$ cat config.mk
export PLATFORM = sky130hd
export DESIGN_NAME = mem_ctrl_flat
export DESIGN_NICKNAME = d
export VERILOG_FILES = /design/src/rtl/mem_ctrl_pkg.sv /design/src/rtl/mem_ctrl_if.sv /design/src/rtl/mem_ctrl.sv /design/src/flat_wrapper.sv
export SDC_FILE = /design/constraint.sdc
export NUM_CORES = 1
export LEC_CHECK = 0
export CELL_PAD_IN_SITES_DETAIL_PLACEMENT = 2
export CELL_PAD_IN_SITES_GLOBAL_PLACEMENT = 2
export CORE_ASPECT_RATIO = 1.1
export CORE_MARGIN = 5
export CORE_UTILIZATION = 17
export CTS_CLUSTER_SIZE = 10
export DETAILED_ROUTE_END_ITERATION = 10
export PLACE_DENSITY_LB_ADDON = 0.1
export SETUP_SLACK_MARGIN = 0.02
export SYNTH_ARGS = -nofsm -noshare
export SYNTH_HDL_FRONTEND = slang
export SYNTH_SLANG_ARGS = --single-unit
$ cat constraint.sdc
create_clock -name clk -period 1.5 [get_ports clk]
set_input_delay 0.15 -clock clk [delete_from_list [all_inputs] [get_ports clk]]
set_output_delay 0.15 -clock clk [all_outputs]
set_load 0.01 [all_outputs]
$ cat src/rtl/mem_ctrl_pkg.sv
// Shared types and default widths for the burst memory controller.
package mem_ctrl_pkg;

  localparam int ADDR_W_DEF = 8;
  localparam int DATA_W_DEF = 8;
  localparam int LEN_W_DEF  = 2;

  typedef enum logic [1:0] {
    ST_IDLE   = 2'd0,
    ST_WRITE  = 2'd1,
    ST_READ   = 2'd2,
    ST_RDRAIN = 2'd3
  } state_t;

endpackage

$ cat src/rtl/mem_ctrl_if.sv
// Host-side request / write-beat / read-beat bus of the memory controller.
interface mem_ctrl_if #(
  parameter int ADDR_W = mem_ctrl_pkg::ADDR_W_DEF,
  parameter int DATA_W = mem_ctrl_pkg::DATA_W_DEF,
  parameter int LEN_W  = mem_ctrl_pkg::LEN_W_DEF
) ();

  logic              req_valid;
  logic              req_ready;
  logic              req_write;
  logic [ADDR_W-1:0] req_addr;
  logic [LEN_W-1:0]  req_len;
  logic              wdata_valid;
  logic              wdata_ready;
  logic [DATA_W-1:0] wdata;
  logic              rdata_valid;
  logic [DATA_W-1:0] rdata;
  logic              rdata_last;
  logic              busy;

  modport master (
    output req_valid, req_write, req_addr, req_len, wdata_valid, wdata,
    input  req_ready, wdata_ready, rdata_valid, rdata, rdata_last, busy
  );

  modport slave (
    input  req_valid, req_write, req_addr, req_len, wdata_valid, wdata,
    output req_ready, wdata_ready, rdata_valid, rdata, rdata_last, busy
  );

endinterface

$ cat src/rtl/mem_ctrl.sv
// Burst controller: turns host read/write bursts of 1..4 beats into single-port
// memory core accesses; read data returns one cycle after issue.
module mem_ctrl
  import mem_ctrl_pkg::*;
#(
  parameter int ADDR_W = ADDR_W_DEF,
  parameter int DATA_W = DATA_W_DEF,
  parameter int LEN_W  = LEN_W_DEF
) (
  input  logic              clk,
  input  logic              reset,
  mem_ctrl_if.slave         host,
  output logic              ce_mem,
  output logic              we_mem,
  output logic [ADDR_W-1:0] addr_mem,
  output logic [DATA_W-1:0] datai_mem,
  input  logic [DATA_W-1:0] datao_mem
);

  state_t            r_state;
  state_t            w_state_next;
  logic [ADDR_W-1:0] r_addr;
  logic [LEN_W-1:0]  r_beat;
  logic              r_rd_pending;
  logic              r_rd_last;
  logic              w_accept;
  logic              w_beat_fire;
  logic              w_last_beat;

  assign w_last_beat = (r_beat == '0);

  always_comb begin
    w_state_next = r_state;
    w_accept     = 1'b0;
    w_beat_fire  = 1'b0;
    ce_mem       = 1'b0;
    we_mem       = 1'b0;
    addr_mem     = '0;
    datai_mem    = '0;
    unique case (r_state)
      ST_IDLE: begin
        if (host.req_valid) begin
          w_accept     = 1'b1;
          w_state_next = host.req_write ? ST_WRITE : ST_READ;
        end
      end
      ST_WRITE: begin
        // A missing write beat stalls everything, including the address.
        if (host.wdata_valid) begin
          w_beat_fire = 1'b1;
          ce_mem      = 1'b1;
          we_mem      = 1'b1;
          addr_mem    = r_addr;
          datai_mem   = host.wdata;
          if (w_last_beat) begin
            w_state_next = ST_IDLE;
          end
        end
      end
      ST_READ: begin
        w_beat_fire = 1'b1;
        ce_mem      = 1'b1;
        addr_mem    = r_addr;
        if (w_last_beat) begin
          w_state_next = ST_RDRAIN;
        end
      end
      ST_RDRAIN: begin
        w_state_next = ST_IDLE;
      end
      default: w_state_next = ST_IDLE;
    endcase
  end

  always_ff @(posedge clk) begin
    if (reset) begin
      r_state      <= ST_IDLE;
      r_addr       <= '0;
      r_beat       <= '0;
      r_rd_pending <= 1'b0;
      r_rd_last    <= 1'b0;
    end else begin
      r_state      <= w_state_next;
      r_rd_pending <= (r_state == ST_READ);
      r_rd_last    <= (r_state == ST_READ) && w_last_beat;
      if (w_accept) begin
        r_addr <= host.req_addr;
        r_beat <= host.req_len;
      end else if (w_beat_fire) begin
        r_addr <= r_addr + 1'b1;
        r_beat <= r_beat - 1'b1;
      end
    end
  end

  assign host.req_ready   = (r_state == ST_IDLE);
  assign host.wdata_ready = (r_state == ST_WRITE);
  assign host.busy        = (r_state != ST_IDLE);
  assign host.rdata_valid = r_rd_pending;
  assign host.rdata_last  = r_rd_last;
  assign host.rdata       = datao_mem;

endmodule

$ cat src/flat_wrapper.sv
// flat-port wrapper written by rule: the top's interface ports become plain ports
module mem_ctrl_flat import mem_ctrl_pkg::*;
#(
  parameter int ADDR_W = ADDR_W_DEF,
  parameter int DATA_W = DATA_W_DEF,
  parameter int LEN_W  = LEN_W_DEF
)
  (clk, reset, ce_mem, we_mem, addr_mem, datai_mem, datao_mem, host_req_valid, host_req_write, host_req_addr, host_req_len, host_wdata_valid, host_wdata, host_req_ready, host_wdata_ready, host_rdata_valid, host_rdata, host_rdata_last, host_busy);
  mem_ctrl_if #(.ADDR_W(ADDR_W), .DATA_W(DATA_W), .LEN_W(LEN_W)) host_i ();
  input  logic clk;
  input  logic reset;
  output logic ce_mem;
  output logic we_mem;
  output logic [ADDR_W-1:0] addr_mem;
  output logic [DATA_W-1:0] datai_mem;
  input  logic [DATA_W-1:0] datao_mem;
  input wire logic [$bits(host_i.req_valid)-1:0] host_req_valid;
  input wire logic [$bits(host_i.req_write)-1:0] host_req_write;
  input wire logic [$bits(host_i.req_addr)-1:0] host_req_addr;
  input wire logic [$bits(host_i.req_len)-1:0] host_req_len;
  input wire logic [$bits(host_i.wdata_valid)-1:0] host_wdata_valid;
  input wire logic [$bits(host_i.wdata)-1:0] host_wdata;
  output wire logic [$bits(host_i.req_ready)-1:0] host_req_ready;
  output wire logic [$bits(host_i.wdata_ready)-1:0] host_wdata_ready;
  output wire logic [$bits(host_i.rdata_valid)-1:0] host_rdata_valid;
  output wire logic [$bits(host_i.rdata)-1:0] host_rdata;
  output wire logic [$bits(host_i.rdata_last)-1:0] host_rdata_last;
  output wire logic [$bits(host_i.busy)-1:0] host_busy;
  assign host_i.req_valid = host_req_valid;
  assign host_i.req_write = host_req_write;
  assign host_i.req_addr = host_req_addr;
  assign host_i.req_len = host_req_len;
  assign host_i.wdata_valid = host_wdata_valid;
  assign host_i.wdata = host_wdata;
  assign host_req_ready = host_i.req_ready;
  assign host_wdata_ready = host_i.wdata_ready;
  assign host_rdata_valid = host_i.rdata_valid;
  assign host_rdata = host_i.rdata;
  assign host_rdata_last = host_i.rdata_last;
  assign host_busy = host_i.busy;
  mem_ctrl #(.ADDR_W(ADDR_W), .DATA_W(DATA_W), .LEN_W(LEN_W)) u_core (.clk(clk), .reset(reset), .host(host_i), .ce_mem(ce_mem), .we_mem(we_mem), .addr_mem(addr_mem), .datai_mem(datai_mem), .datao_mem(datao_mem));
endmodule
==> impl_summary.log <==
INFO  metric ios = 62
INFO  metric synth_async_sr_flop_share = 0%
INFO  metric cts_made_buffers = 3
INFO  metric routed_wire_length_per_instance = between 15 and 20 um
INFO  metric max_freq = ~600 MHz
INFO  metric max_cap_violations = 0
INFO  metric rows = 29
INFO  metric detail_route.wirelength = 3958 um
INFO  metric status = finished with violations
INFO  metric synth-seq-cells = 14
INFO  metric wire_length_of_the_first_global_routing_pass = a little over 6000 um
INFO  metric failed_checks = setup timing
INFO  metric total_power = about 3300 uW
INFO  metric cts_max_level = 1
INFO  metric finClkSkew = 0.0009857 ns
INFO  metric synth_top_cell_by_area = sky130_fd_sc_hd__dfxtp_1
INFO  metric slew_headroom = a little over four fifths
INFO  metric hp-start = datao_mem[4]
INFO  metric setup_slack_placement = -0.3832 ns
INFO  metric drv_slew = 0
INFO  metric synth-edff-count = 0
INFO  metric min_delay_path_depth = 0
INFO  metric clock_tree.buffer_depth = 2
INFO  metric hold_class = in2out
INFO  metric ant_nets = 0
INFO  metric overflow = 0
INFO  metric total_switching_power = 1329 uW
INFO  metric cp-start-kind = flip-flop
INFO  metric powerDensity = between 1500 and 2000 nW/um2
INFO  metric worstReg2RegEnd = u_core.r_addr[7]
INFO  metric antenna_found_initial = 0
INFO  metric rr_startpoint = u_core.r_state[1]
INFO  metric insertion_delay = 0.24 ns
INFO  metric post_route_cells_drive_above_1_share = 49.44%
INFO  metric end_kind = primary output
INFO  metric pwr-share-clk = roughly a tenth
INFO  metric clock-sinks = 14
INFO  metric finalWorstPathRequiredPeriod = 1.673 ns
INFO  metric first_global_vias = between 1,000 and 1,500
INFO  metric cp_cell_sequence = buf_4, ha_4, and2_4, o21a_4, and2_4, buf_6
INFO  metric dp.final_hpwl = 2897 um
INFO  metric timing.critical_path.arrival = between 1.5 and 2 ns
INFO  metric netSwitchingFraction = 40.61%
INFO  metric viasPerCell = around 4.2
INFO  metric worst_slack = -0.1731 ns
INFO  metric critical-path-max-stage-delay = roughly 0.36 ns
INFO  metric synthMostInstantiatedCell = sky130_fd_sc_hd__dfxtp_1
INFO  metric total_leakage_power = roughly 0.00085 uW
INFO  metric die_width = about 82 um
INFO  metric ys_seq_area_share = 28.61%
INFO  metric ys.flop_type = sky130_fd_sc_hd__dfxtp_1
INFO  metric setup.worst_path.class = reg2out
INFO  metric via_count = 1,068
INFO  metric post_synth_most_frequent_cells = 14 x sky130_fd_sc_hd__dfxtp_1, 12 x sky130_fd_sc_hd__nor2_1, 9 x sky130_fd_sc_hd__a211oi_1
INFO  metric final-hold-violation-count = 0
INFO  metric reg2reg_depth = 7
INFO  metric drt_drc_violations_left = 0
INFO  metric tritoncts = yes
INFO  metric postSynthNetCount = between 150 and 200
INFO  metric antenna_cells_inserted = 0
INFO  metric grt_usage = 10.79%
INFO  metric syn_to_final_growth = 101.1%
INFO  metric cts-hold-fix-buffers = 0
INFO  metric drtPass1Iterations = 2
INFO  metric vdd_ir_drop_max = ~0.00056 V
INFO  metric cpMostUsedCell = sky130_fd_sc_hd__and2_4
INFO  metric synthesis.instances = approximately 120
INFO  metric hold-path-endpoint = host_rdata[4]
INFO  metric hold_ws = between 0.3 and 0.4 ns
INFO  metric power.share.combinational = 70.6%
INFO  metric crit_path_max_fanout = 6
INFO  metric register_to_register_setup_slack = -0.10 ns
INFO  metric yosys_warns = 0
INFO  metric yosys.area.top_type_share = ~29%
INFO  metric quantity_of_i_o_buffers_inserted_on_ports = 45
INFO  metric first_iter_violations = 7
INFO  metric required_time_worst_endpoint = between 1 and 1.5 ns
INFO  metric fin_util = roughly a third
INFO  metric clk_pin_slew = ~0.060 ns
INFO  metric dieArea = 7383 um2
INFO  metric power_frac_seq = around a fifth
INFO  metric finish.net_count = approximately 220
INFO  metric place_congestion = roughly 0.73
INFO  metric cts.root.buffer_cell = sky130_fd_sc_hd__clkbuf_8
INFO  metric post_synth_instance_area = between 900 and 1000 um2
INFO  metric critPathSlowestCell = sky130_fd_sc_hd__dfxtp_4
INFO  metric starting_density_of_the_core = between 10% and 20%
INFO  metric core = 5697 um2
INFO  metric die_y = 89.62 um
INFO  metric final-setup-viol-count = 19
INFO  metric count_of_cell_types_in_the_netlist = 30
INFO  metric post_synth_main_area_contributors = sky130_fd_sc_hd__dfxtp_1 29%, sky130_fd_sc_hd__ha_1 10%, sky130_fd_sc_hd__a211oi_1 6.9%
INFO  metric unrepaired_setup_endpoints_after_global_routing = true
INFO  metric fin_crit_sh = 111.5%
INFO  metric grt_max_degree = 20
INFO  metric p_int = 1942 uW
INFO  metric timing_worst_slew_pin_value = between 0.2 and 0.25 ns
INFO  metric synth.avg_cell_area = between 8 and 9 um2
==> repair_timing <==
action | in CTS | in global routing
setup buffers | 4 | 5
gates resized for setup | 116 | 30
endpoints found under the setup margin | 33 | 22
pin swaps | 24 | 13
==> final cells by class <==
class | count | area, um2
fill | 626 | 3726
timing repair buffer | 70 | 673.1
tap | 77 | 96.34
multi-input combinational | 85 | 847.1
inverter | 6 | 27.53
clock buffer | 3 | 41.29
sequential | 14 | 285.3
==> cells in the final DEF (no fill, tap or decap), drive strengths merged, types with 7 or more instances in the layout <==
| master | count |
|---|---|
| clkdlybuf4s50 | 24 |
| xnor2 | 7 |
| ha | 8 |
| nand2 | 7 |
| dfxtp | 14 |
| and2 | 8 |
| nor2 | 12 |
| and3 | 8 |
| buf | 43 |
| a211oi | 9 |
==> layer usage <==
metal / track usage [%] / part of all wire [%] / vias up
met2: 19.90 / 52 / 35
met4: 3.172 / 0.58 / 0
li1: - / - / 519
met1: 12.09 / 40 / 512
met3: 2.695 / 6.8 / 2
met5: 0 / 0 / -
==> cell families after synthesis <==
| group | after synthesis | share of synthesized area [%] |
|---|---|---|
| AND/OR/NAND/NOR | 48 | 27.71 |
| AO/OA/AOI/OAI | 21 | 16.09 |
| buffers and inverters | 18 | 10.09 |
| flip-flops | 14 | 28.61 |
| adder cells (fa/ha/maj) | 8 | 10.22 |
| XOR/XNOR | 7 | 6.258 |
| multiplexers | 1 | 1.022 |
==> power by group through the flow <==
stage,clock (uW),combinational (uW),sequential [uW]
6_report,320,2310,642
5_1_grt,345,2520,659
4_1_cts,336,1960,642
3_5_place_dp,0,1620,623
3_3_place_gp,0,1590,616
2_1_floorplan,0,869,600
==> how the worst max path moves through the flow <==
stage,cells after the start,from,slack [ns],end
global route,7,u_core.r_state[1],-0.24,u_core.r_addr[7]
CTS,7,u_core.r_state[0],-0.13,u_core.r_addr[7]
floorplan,7,u_core.r_state[0],0.05,u_core.r_addr[0]
detailed placement,5,host_wdata_valid,-0.38,addr_mem[7]
finish,6,u_core.r_state[0],-0.17,addr_mem[1]
global placement,5,host_wdata_valid,-0.38,addr_mem[1]
==> state kept, by name (all words and copies together), names as in the netlist <==
signal	flops
u_core.r_addr	8
u_core.r_beat	2
u_core.host.rdata_last	1
u_core.host.rdata_valid	1
u_core.r_state	2
==> critical path, delay by kind of cell, from the launching register on <==
family | cells | cell delay, ns
buffers and inverters | 2 | 0.25
AO/OA/AOI/OAI | 1 | 0.22
adder cells (fa/ha/maj) | 1 | 0.15
flip-flops | 1 | 0.36
AND/OR/NAND/NOR | 2 | 0.30
==> per-stage QoR <==
stage                     area (um2)  TNS (ns)  cells
after floorplan                 1010         0    117
after global placement          1610    -5.938    243
after detailed placement        1610    -6.214    243
after CTS                       1788    -1.270    250
after global routing            1971    -3.399    255
final                           1971    -1.808    255
(Power assumes the default switching activity.)
